<file path="config.mk">
export PLATFORM = sky130hd
export DESIGN_NAME = telemetry_text_decoder
export DESIGN_NICKNAME = d
export VERILOG_FILES = /design/src/rtl/telemetry_text_decoder.sv
export SDC_FILE = /design/constraint.sdc
export NUM_CORES = 1
export LEC_CHECK = 0
export CAP_MARGIN = 5
export CORE_AREA = 2 2 121 123
export CTS_CLUSTER_SIZE = 28
export DETAILED_ROUTE_END_ITERATION = 6
export DIE_AREA = 0 0 123 125
export PLACE_DENSITY = 0.62
export REMOVE_ABC_BUFFERS = 1
export SYNTH_ARGS = -nofsm -noshare
export SYNTH_HDL_FRONTEND = slang
export SYNTH_SLANG_ARGS = --single-unit
</file>
<file path="constraint.sdc">
create_clock -name clk -period 6.05 [get_ports clk]
set_clock_uncertainty 0.1 [all_clocks]
set_input_delay 1.21 -clock clk [delete_from_list [all_inputs] [get_ports clk]]
set_output_delay 1.21 -clock clk [all_outputs]
set_load 0.1 [all_outputs]
</file>
<file path="src/rtl/telemetry_text_decoder.sv">
// telemetry_text_decoder
//   Parses an ASCII stream of "<row>:<value>\n" lines (decimal) into binary
//   per-signal value registers for the telemetry panel.
//
//   Optional feature macro: TELEMETRY_DECODER_ERRCNT_EN adds err_count.
//
// Ports
//   clk           in   system clock
//   reset_n       in   asynchronous active-low reset
//   rx_data       in   received ASCII byte
//   rx_valid      in   rx_data valid this cycle
//   rx_ready      out  decoder accepts a byte (1 every cycle out of reset)
//   value         out  decoded value registers, one per row
//   update_valid  out  1-cycle pulse: a register was written
//   update_row    out  row written (valid with update_valid)
//   line_error    out  1-cycle pulse: malformed line detected
//   err_count     out  saturating line_error count (macro builds only)
module telemetry_text_decoder #(
    parameter int unsigned NUM_SIGNALS      = 7,
    parameter int unsigned VALUE_WIDTH      = 9,
    parameter int unsigned NUM_VALUE_DIGITS = 3,
    parameter int unsigned ROW_BITS         = (NUM_SIGNALS > 1) ? $clog2(NUM_SIGNALS) : 1
) (
    input  logic                                  clk,
    input  logic                                  reset_n,
    input  logic [7:0]                            rx_data,
    input  logic                                  rx_valid,
    output logic                                  rx_ready,
    output logic [NUM_SIGNALS-1:0][VALUE_WIDTH-1:0] value,
    output logic                                  update_valid,
    output logic [ROW_BITS-1:0]                   update_row,
`ifdef TELEMETRY_DECODER_ERRCNT_EN
    output logic [15:0]                           err_count,
`endif
    output logic                                  line_error
);

    // Accumulator is wide enough that no legal digit sequence can wrap
    // before the range check at '\n' (4 bits/digit >= log2(10) bits/digit).
    localparam int unsigned VAL_W = (VALUE_WIDTH + 4 > 4 * NUM_VALUE_DIGITS) ?
                                    VALUE_WIDTH + 4 : 4 * NUM_VALUE_DIGITS;
    localparam int unsigned ND_W  = $clog2(NUM_VALUE_DIGITS + 1);
    localparam int unsigned RA_W  = 7;  // two decimal row digits, max 99
    localparam logic [VAL_W-1:0] VAL_MAX = VAL_W'((64'd1 << VALUE_WIDTH) - 64'd1);

    typedef enum logic [1:0] {
        S_IDLE,
        S_ROW,
        S_VALUE,
        S_DISCARD
    } state_t;

    state_t            state_q;
    state_t            state_d;
    logic [RA_W-1:0]   row_acc;
    logic [1:0]        row_digits;
    logic [VAL_W-1:0]  val_acc;
    logic [ND_W-1:0]   nd;

    logic accept;
    logic is_cr, is_lf, is_sp, is_colon, is_digit;
    logic [3:0] digit;
    logic row_ok, val_ok, nd_full;

    logic err_c, commit_c, row_first_c, row_next_c, val_clear_c, val_next_c;

    // Byte classification
    assign accept   = rx_valid && rx_ready;
    assign is_cr    = (rx_data == 8'h0D);
    assign is_lf    = (rx_data == 8'h0A);
    assign is_sp    = (rx_data == 8'h20);
    assign is_colon = (rx_data == 8'h3A);
    assign is_digit = (rx_data >= 8'h30) && (rx_data <= 8'h39);
    assign digit    = rx_data[3:0];  // low nibble of '0'..'9' is the digit
    assign row_ok   = (32'(row_acc) < NUM_SIGNALS);
    assign val_ok   = (val_acc <= VAL_MAX);
    assign nd_full  = (nd == ND_W'(NUM_VALUE_DIGITS));

    // State register
    always_ff @(posedge clk or negedge reset_n) begin
        if (!reset_n) state_q <= S_IDLE;
        else          state_q <= state_d;
    end

    // Next-state logic; '\r' never changes state
    always_comb begin
        state_d = state_q;
        if (accept && !is_cr) begin
            unique case (state_q)
                S_IDLE: begin
                    if (is_digit)             state_d = S_ROW;
                    else if (!(is_lf || is_sp)) state_d = S_DISCARD;
                end
                S_ROW: begin
                    if (is_digit)       state_d = (row_digits == 2'd2) ? S_DISCARD : S_ROW;
                    else if (is_colon)  state_d = row_ok ? S_VALUE : S_DISCARD;
                    else                state_d = S_DISCARD;
                end
                S_VALUE: begin
                    if (is_sp && nd == '0) state_d = S_VALUE;
                    else if (is_digit)     state_d = nd_full ? S_DISCARD : S_VALUE;
                    else if (is_lf)        state_d = S_IDLE;
                    else                   state_d = S_DISCARD;
                end
                S_DISCARD: begin
                    if (is_lf) state_d = S_IDLE;
                end
                default: state_d = S_IDLE;
            endcase
        end
    end

    // Control decode: error/commit events and accumulator updates
    always_comb begin
        err_c       = 1'b0;
        commit_c    = 1'b0;
        row_first_c = 1'b0;
        row_next_c  = 1'b0;
        val_clear_c = 1'b0;
        val_next_c  = 1'b0;
        if (accept && !is_cr) begin
            unique case (state_q)
                S_IDLE: begin
                    if (is_digit)               row_first_c = 1'b1;
                    else if (!(is_lf || is_sp)) err_c = 1'b1;
                end
                S_ROW: begin
                    if (is_digit) begin
                        if (row_digits == 2'd2) err_c = 1'b1;
                        else                    row_next_c = 1'b1;
                    end else if (is_colon) begin
                        if (row_ok) val_clear_c = 1'b1;
                        else        err_c = 1'b1;
                    end else begin
                        err_c = 1'b1;
                    end
                end
                S_VALUE: begin
                    if (is_sp && nd == '0) begin
                        err_c = 1'b0;
                    end else if (is_digit) begin
                        if (nd_full) err_c = 1'b1;
                        else         val_next_c = 1'b1;
                    end else if (is_lf) begin
                        if (nd == '0 || !val_ok) err_c = 1'b1;
                        else                     commit_c = 1'b1;
                    end else begin
                        err_c = 1'b1;
                    end
                end
                default: ;
            endcase
        end
    end

    // Accumulators, value registers and registered outputs
    always_ff @(posedge clk or negedge reset_n) begin
        if (!reset_n) begin
            rx_ready     <= 1'b0;
            row_acc      <= '0;
            row_digits   <= '0;
            val_acc      <= '0;
            nd           <= '0;
            value        <= '0;
            update_valid <= 1'b0;
            update_row   <= '0;
            line_error   <= 1'b0;
        end else begin
            rx_ready     <= 1'b1;
            update_valid <= commit_c;
            line_error   <= err_c;
            if (row_first_c) begin
                row_acc    <= RA_W'(digit);
                row_digits <= 2'd1;
            end else if (row_next_c) begin
                row_acc    <= row_acc * RA_W'(10) + RA_W'(digit);
                row_digits <= row_digits + 2'd1;
            end
            if (val_clear_c) begin
                val_acc <= '0;
                nd      <= '0;
            end else if (val_next_c) begin
                val_acc <= val_acc * VAL_W'(10) + VAL_W'(digit);
                nd      <= nd + ND_W'(1);
            end
            if (commit_c) update_row <= row_acc[ROW_BITS-1:0];
            for (int unsigned i = 0; i < NUM_SIGNALS; i++) begin
                if (commit_c && row_acc == RA_W'(i)) value[i] <= val_acc[VALUE_WIDTH-1:0];
            end
        end
    end

`ifdef TELEMETRY_DECODER_ERRCNT_EN
    // Saturating malformed-line counter
    always_ff @(posedge clk or negedge reset_n) begin
        if (!reset_n)                         err_count <= '0;
        else if (err_c && err_count != 16'hFFFF) err_count <= err_count + 16'd1;
    end
`endif

endmodule

</file>
==> results.json, run 1 <==
{
  "wl_um": 10700,
  "rsz0062_at_grt": "no",
  "via_per_inst": 5.06,
  "antenna_found_initial": 0,
  "fin_tns_setup_ns": 0,
  "cts_setup_buffers": 0,
  "tritoncts": "built",
  "synth_seq_cells": 95,
  "cp.required_ns": 6.17,
  "ys_types": 54,
  "std_cell_rows": 44,
  "grt_pass1_vias": 3403,
  "final_layout_size_suffix_gt1_share_pct": 17.7,
  "synthCells": 399,
  "ys_top_cells_by_area": "dfrtp_1 49%, mux2_2 13%, ha_1 7.7%",
  "start_util_pct": 34.3,
  "area_growth_pct": 26.0,
  "initialDrtViolationCount": 137,
  "ys.flop_type": "dfrtp_1",
  "synth_edf_count": 0,
  "critPathKind": "input port to flop",
  "cts.clk_slew.worst_paths_ns": 0.07,
  "die_h_um": 125,
  "cts_resized": 0,
  "dp.cells": 654,
  "worst-r2r-cell-count": 9,
  "worst_r2r_endpoint": "val_acc[12]",
  "slew_violations": 0,
  "track_usage_pct": 14.8,
  "worst_setup_path_start_kind": "input port",
  "grt_overflow": 0,
  "n_antenna_cell": 0,
  "vias": 3385,
  "slew_headroom_pct": 24.2,
  "ys_async_sr_fraction_pct": 100,
  "dp_hpwl_um": 7710,
  "syn-cell-area_mm2": 0.00487,
  "grt_pass1_wl_um": 17600,
  "post-synth-top-count-cell": "dfrtp_1",
  "first_pass_iters": 4,
  "fin_crit_sh_pct": 63.1,
  "drc": 0,
  "reg2reg_from": "val_acc[3]",
  "worst_slew_pin_slew_ns": 1.13,
  "h-tree-depth": 3,
  "synth_top_area_share_pct": 48.8,
  "clock_path_buffers": 2,
  "hold_depth": 1,
  "power_density_mw_per_mm2": 222,
  "fmax_mhz": 262,
  "cts_hold_buf": 0,
  "drv_cap": 0,
  "peakVddDrop_mv": 0.145,
  "port_buffers": 79,
  "ant_nets": 0,
  "ios": 80,
  "min_delay_worst_endpoint": "value[34]",
  "yosys_warnings": 0,
  "cp_max_fo": 9,
  "grt_max_degree": 71,
  "synthTopCellsByCount": "95 x dfrtp_1, 56 x mux2_2, 30 x ha_1",
  "setup_violations": 0,
  "status": "completed",
  "clockRootBuffer": "clkbuf_16",
  "synth.largest_area_cell": "dfrtp_1",
  "p_leak_uw": 0.00291,
  "layout_min_cycle_time_ns": 3.82,
  "synth.avg_cell_area_um2": 12.2,
  "die-area_mm2": 0.0154,
  "worstSkewPairLatency_ns": 0.34,
  "r2r_slack_ns": 2.91,
  "hold_class": "flop to flop",
  "final_cells": 669,
  "fp.coreArea_mm2": 0.0142,
  "avgRoutedWirePerCell_um": 16.0,
  "hold_violations": 0,
  "fp.dieW_um": 123,
  "cts.sinks": 95,
  "cts_buffers": 9,
  "min_from": "value[34]",
  "seq_area_frac_synth_pct": 48.8,
  "cp.arrival_ns": 3.94,
  "place_congestion": 0.830,
  "endpoint_kind": "flop",
  "nNetsFinal": 526
}
## layout make-up
type	instances	area [um^2]
sequential	95	2380
clock inverter	5	42.5
timing repair buffer	81	803
clock buffer	10	229
multi-input combinational	281	2400
tap	184	230
inverter	13	48.8
fill	1329	8070
## power by group
group	total [uW]	switching (uW)	internal, uW
Combinational	149	84.7	64.4
Sequential	685	34.1	651
Clock	529	247	282
## kinds of logic after synthesis
logic type / share of synthesized area (%)
AND/OR/NAND/NOR: 11.7
other: 0.0770
adder cells (fa/ha/maj): 9.35
AO/OA/AOI/OAI: 7.74
multiplexers: 16.1
XOR/XNOR: 4.27
flip-flops: 48.8
buffers and inverters: 1.95
## through the flow
stage / power (uW) / utilization [%] / hold WS [ns] / cell area [um^2] / setup WS (ns)
2_1_floorplan: 790 / - / 0.368 / 4820 / 2.18
3_3_place_gp: 841 / 41.3 / 0.377 / 5860 / 1.94
3_5_place_dp: 846 / 41.3 / 0.377 / 5860 / 1.86
4_1_cts: 1380 / 43.2 / 0.393 / 6130 / 2.23
5_1_grt: 1430 / 43.2 / 0.422 / 6130 / 2.08
6_report: 1360 / 43.2 / 0.387 / 6130 / 2.23
## sequential cells by signal, indices dropped and copies added (netlist names)
register,count
line_error,1
nd,2
row_acc,7
row_digits,2
rx_ready,1
state_q,2
update_row,3
update_valid,1
val_acc,13
value,63
## layer usage
layer	part of all wire [%]	wire, um	vias up	GRT usage, %
li1	-	-	1603	-
met1	48	5100	1701	20.2
met2	47	5080	69	23.7
met3	3.6	385	12	2.83
met4	1.5	161	0	4.61
met5	0	0	-	0
## worst max-delay path by stage
stage               start   endpoint  slack [ns]  cells past startpoint
3_5_place_dp   rx_data[4]  value[33]        1.86                      7
4_1_cts        rx_data[4]  value[33]        2.23                      7
5_1_grt        rx_data[2]  value[33]        2.08                      7
2_1_floorplan  rx_data[4]  value[45]        2.18                      7
3_3_place_gp   rx_data[4]  value[30]        1.94                      7
6_report       rx_data[4]  value[33]        2.23                      7
## critical path, cell delays in order
cell and delay [ns]:
clkdlybuf4s50_1 0.43, or4_4 0.58, nor4_4 0.31, nand3_2 0.24
nor3b_4 0.32, and3_1 0.47, mux2_1 0.38
## layout by cell type, fill, tap and decap left out, types with 3 or more instances in the layout
cell type	synthesis	final
clkdlybuf4s50_1	0	78
nor3b_1	5	5
a21oi_1	10	10
fa_1	4	4
nor2_1	22	22
nor2b_1	5	5
xor2_1	7	7
clkbuf_16	0	9
xnor2_1	14	14
nand2_1	25	25
buf_4	2	3
mux2i_1	4	4
mux2_1	10	10
nor3_1	5	5
a22o_1	5	5
and3_1	4	4
nand3_1	6	6
mux2_2	56	56
o21ai_0	18	18
ha_1	30	30
inv_1	12	12
dfrtp_1	95	95
nand3_2	3	3
nand2b_1	4	4
a211oi_1	3	3
a21o_1	6	6
Power figures use the tool's default switching activity.
==> run 2: changes to the inputs <==
Settings changed: PLACE_DENSITY 0.62 to 0.64.
Clock period 6.05 ns to 3.1 ns, I/O delays scaled along.
==> results.json, run 2 (same netlist as run 1, synthesis figures left out) <==
{
  "hold_class": "input port to asynchronous set/reset pin",
  "endpoint_kind": "flop",
  "slew_violations": 0,
  "hold_violations": 0,
  "h-tree-depth": 3,
  "n_antenna_cell": 0,
  "worstSkewPairLatency_ns": 0.35,
  "cts_buffers": 9,
  "place_congestion": 0.798,
  "path_cells": "clkdlybuf4s50_1, or4_4, nor4_4, nand3_2, buf_4, nor3b_4, buf_4, nand3b_2, mux2_2",
  "status": "completed",
  "port_buffers": 79,
  "tritoncts": "built",
  "drc": 0,
  "top_register": "value",
  "cts_hold_buf": 0,
  "rsz0062_at_grt": "yes",
  "slowest_stage": "or4_4",
  "cp.arrival_ns": 3.13,
  "power_density_mw_per_mm2": 443,
  "vias": 3568,
  "grt_pass1_vias": 3624,
  "clock_path_buffers": 2,
  "dp_hpwl_um": 8420,
  "cts.clk_slew.worst_paths_ns": 0.07,
  "setup_violations": 0,
  "path_common_cell": "buf_4",
  "cts_resized": 0,
  "worst_setup_path_start_kind": "input port",
  "die_h_um": 125,
  "critPathKind": "input port to flop",
  "via_per_inst": 4.98,
  "fp.coreArea_mm2": 0.0142,
  "mostFrequentLayoutCells": "114 x buf_4, 95 x dfrtp_1, 56 x mux2_2, 30 x ha_1, 25 x nand2_1",
  "clockRootBuffer": "clkbuf_16",
  "final_layout_size_suffix_gt1_share_pct": 38.2,
  "placed_area_mm2": 0.00608,
  "grt_pass1_wl_um": 18700,
  "slowest_delay_ns": 0.57,
  "nNetsFinal": 572,
  "largestRegisters": "value: 63 flops, val_acc: 13 flops, row_acc: 7 flops",
  "area_growth_pct": 31.6,
  "cp.required_ns": 3.23,
  "cts.sinks": 95,
  "finalPower_uw": 2840,
  "fin_crit_sh_pct": 96.5,
  "holdWs_ns": 0.197,
  "die-area_mm2": 0.0154,
  "layout_min_cycle_time_ns": 2.99,
  "avgRoutedWirePerCell_um": 15.7,
  "cts_setup_buffers": 0,
  "largest_reg_flops": 63,
  "start_util_pct": 34.3,
  "fmax_mhz": 334,
  "cp_max_fo": 9,
  "peakVddDrop_mv": 0.296,
  "grt_overflow": 0,
  "worst_slew_pin_slew_ns": 0.656,
  "grt_max_degree": 50,
  "initialDrtViolationCount": 217,
  "final_common_cell": "buf_4",
  "std_cell_rows": 44,
  "drv_cap": 0,
  "nFillCells": 1351,
  "fp.dieW_um": 123,
  "ios": 80,
  "p_leak_uw": 0.00331,
  "track_usage_pct": 15.6,
  "wl_um": 11200,
  "slew_headroom_pct": 56.2,
  "first_pass_iters": 4,
  "fin_area_mm2": 0.00641,
  "ant_nets": 0,
  "antenna_found_initial": 0
}
-- run 2: changes by cell type in the layout (fill, tap and decap cells not counted) --
cell	previous run	this run
nor4_2	1	0
bufinv_16	0	1
clkbuf_1	1	0
a221oi_1	2	1
buf_12	0	4
inv_8	1	3
buf_4	3	114
a221oi_2	0	1
clkdlybuf4s50_1	78	9
clkinv_2	1	0
inv_6	2	1
nor4_1	2	3
clkinv_8	0	1
-- run 2: routing by layer --
layer,vias up,global-route usage [%],wire length [um]
met4,0,5.01,162
met3,11,2.74,451
met2,71,25.4,5490
li1,1692,-,-
met1,1794,21.0,5130
met5,-,0,0
-- run 2: path summary, 6_finish.rpt --
kind | from | endpoint | slack, ns | cells after the start
worst max-delay path | rx_data[4] | value[25] | 0.11 | 9
worst min-delay path | reset_n | row_acc[3] | 0.20 | 1
worst max register to register | val_acc[1] | val_acc[9] | 0.15 | 9
worst min register to register | value[27] | value[27] | 0.39 | 1
max in group asynchronous | reset_n | value[9] | 1.99 | 2
min in group clk | value[27] | value[27] | 0.39 | 1
-- run 2: worst max-delay path, delay by kind of cell --
family / cells / cell delay [ns]
buffers and inverters: 3 / 0.74
multiplexers: 1 / 0.36
AND/OR/NAND/NOR: 5 / 1.40
-- run 2: final cells by class --
cell class                      count  area, um^2  area share, %
Multi-Input combinational cell    281        2400           37.5
Sequential cell                    95        2380           37.1
Timing Repair Buffer              127        1030           16.0
Tap cell                          184         230           3.59
Clock buffer                        9         225           3.51
Clock inverter                      7        97.6           1.52
Inverter                           13        48.8          0.762
-- run 2: per-stage QoR --
step	TNS, ns	setup slack, ns	instances	util (%)
after global placement	-10.50	-0.218	700	42.8
after CTS	0	0.105	716	45.1
after floorplan	-1.62	-0.180	389	-
after global routing	-0.299	-0.0289	716	45.1
after detailed placement	-13.49	-0.274	700	42.8
final	0	0.108	716	45.1
-- run 2: power by group --
group	switching [uW]	leakage, uW	internal [uW]
clock	537	0.000159	654
sequential	48.7	0.00131	1270
combinational	184	0.00185	147
==> run 3: changes to the inputs <==
Settings changed: CORE_AREA 2 2 121 123 to 2 2 108 110, CTS_CLUSTER_DIAMETER set to 40, DIE_AREA 0 0 123 125 to 0 0 110 112, PLACE_DENSITY 0.64 to 0.76.
==> results.json, run 3 (same netlist as run 1, synthesis figures left out) <==
{
  "status": "completed",
  "r2r_slack_ns": 0.23,
  "die-area_mm2": 0.0123,
  "layout_min_cycle_time_ns": 2.98,
  "cp_max_fo": 9,
  "ios": 80,
  "cp.arrival_ns": 3.11,
  "crit_path_start": "rx_data[4]",
  "worst-r2r-cell-count": 9,
  "grt_pass1_vias": 3656,
  "multi_input_area_mm2": 0.00240,
  "std_cell_rows": 39,
  "worst_slew_pin_slew_ns": 0.788,
  "clockRootBuffer": "clkbuf_16",
  "dp_hpwl_um": 8270,
  "slowest_delay_ns": 0.56,
  "rsz0062_at_grt": "no",
  "setup_violations": 0,
  "cts.clk_slew.worst_paths_ns": 0.07,
  "critPathKind": "input port to flop",
  "top_register": "value",
  "area_growth_pct": 29.7,
  "port_buffers": 79,
  "dp.cells": 659,
  "worstSkewPairLatency_ns": 0.34,
  "cts_buffers": 9,
  "crit_end": "value[10]",
  "via_per_inst": 5.30,
  "final_cells": 675,
  "h-tree-depth": 3,
  "worst_setup_path_start_kind": "input port",
  "wl_um": 11000,
  "grt_overflow": 0,
  "fp.dieW_um": 110,
  "nFillCells": 928,
  "worst_r2r_endpoint": "val_acc[9]",
  "placed_area_mm2": 0.00603,
  "place_congestion": 0.920,
  "p_leak_uw": 0.00329,
  "ant_nets": 0,
  "clock_path_buffers": 2,
  "final_common_cell": "buf_4",
  "cts_setup_buffers": 0,
  "grt_max_degree": 44,
  "fin_area_mm2": 0.00631,
  "n_antenna_cell": 0,
  "fmax_mhz": 335,
  "drc": 0,
  "grt_pass1_wl_um": 18300,
  "fp.coreArea_mm2": 0.0112,
  "start_util_pct": 43.6,
  "fin_crit_sh_pct": 96.2,
  "crit_cells": 9,
  "cp.required_ns": 3.22,
  "drv_cap": 0,
  "vias": 3575,
  "largestRegisters": "value: 63 flops, val_acc: 13 flops, row_acc: 7 flops",
  "peakVddDrop_mv": 0.231,
  "largest_reg_flops": 63,
  "avgRoutedWirePerCell_um": 16.3,
  "initialDrtViolationCount": 186,
  "track_usage_pct": 19.2,
  "crit_buf_inv": 3,
  "slowest_stage": "or4_4",
  "power_density_mw_per_mm2": 429,
  "final_layout_size_suffix_gt1_share_pct": 38.0,
  "endpoint_kind": "flop",
  "reg2reg_from": "val_acc[2]",
  "slew_headroom_pct": 47.0,
  "fin_util_pct": 56.5,
  "first_pass_iters": 4,
  "die_h_um": 112,
  "hold_class": "input port to asynchronous set/reset pin",
  "regArea_mm2": 0.00238,
  "cp_top_family": "simple AND/OR/NAND/NOR gates",
  "hold_violations": 0,
  "path_cells": "clkdlybuf4s50_1, or4_4, nor4_4, nand3_2, buf_4, nor3b_4, buf_4, nand3_2, mux2_2",
  "antenna_found_initial": 0,
  "mostFrequentLayoutCells": "114 x buf_4, 95 x dfrtp_1, 56 x mux2_2, 30 x ha_1, 25 x nand2_1",
  "nNetsFinal": 572,
  "slew_violations": 0,
  "tritoncts": "built",
  "cts.sinks": 95
}
[run 3: cell count changes in the layout (fill, tap and decap cells not counted)]
cell | previous run | this run
clkinv_4 | 1 | 0
clkinv_8 | 1 | 0
bufinv_16 | 1 | 0
clkinvlp_4 | 0 | 1
clkinv_2 | 0 | 1
inv_8 | 3 | 2
inv_6 | 1 | 2
clkbuf_1 | 0 | 1
[run 3: worst min-delay path by stage]
stage / start / endpoint / depth (start not counted)
2_1_floorplan: reset_n / line_error / 0
3_3_place_gp: value[32] / value[32] / 1
3_5_place_dp: value[32] / value[32] / 1
4_1_cts: reset_n / state_q[0] / 1
5_1_grt: reset_n / row_digits[1] / 1
6_report: reset_n / state_q[0] / 1
[run 3: timing repair]
| action | CTS | global route |
|---|---|---|
| endpoints found under the setup margin | 0 | 1 |
| hold buffers | 0 | 0 |
| hold endpoints to repair | 0 | 0 |
| resized for setup | 0 | 1 |
[run 3: cell type report]
class	count	share of cell area [%]
tap	143	2.83
timing repair buffer	127	16.2
clock buffer	10	3.63
clock inverter	6	0.832
sequential	95	37.6
multi-input combinational	281	38.0
inverter	13	0.773
[run 3: stage by stage]
stage               hold slack (ns)  TNS (ns)  worst slack [ns]  power (uW)
floorplan                     0.224     -1.62            -0.180        1540
global placement              0.373     -9.50            -0.195        1660
detailed placement            0.377    -12.16            -0.255        1670
CTS                           0.193         0             0.111        2730
global route                  0.214         0           0.00767        2850
finish                        0.175         0             0.118        2710
[run 3: power by group]
| part | internal [uW] | switching [uW] | total (uW) |
|---|---|---|---|
| Clock | 560 | 499 | 1060 |
| Sequential | 1270 | 51.5 | 1320 |
| Combinational | 144 | 182 | 326 |
[run 3: routing by layer]
layer	vias up	GRT usage (%)	part of all wire, %
met1	1781	25.6	44
met3	13	3.40	4.0
li1	1697	-	-
met4	0	5.65	1.4
met5	-	0	0
met2	84	31.7	50
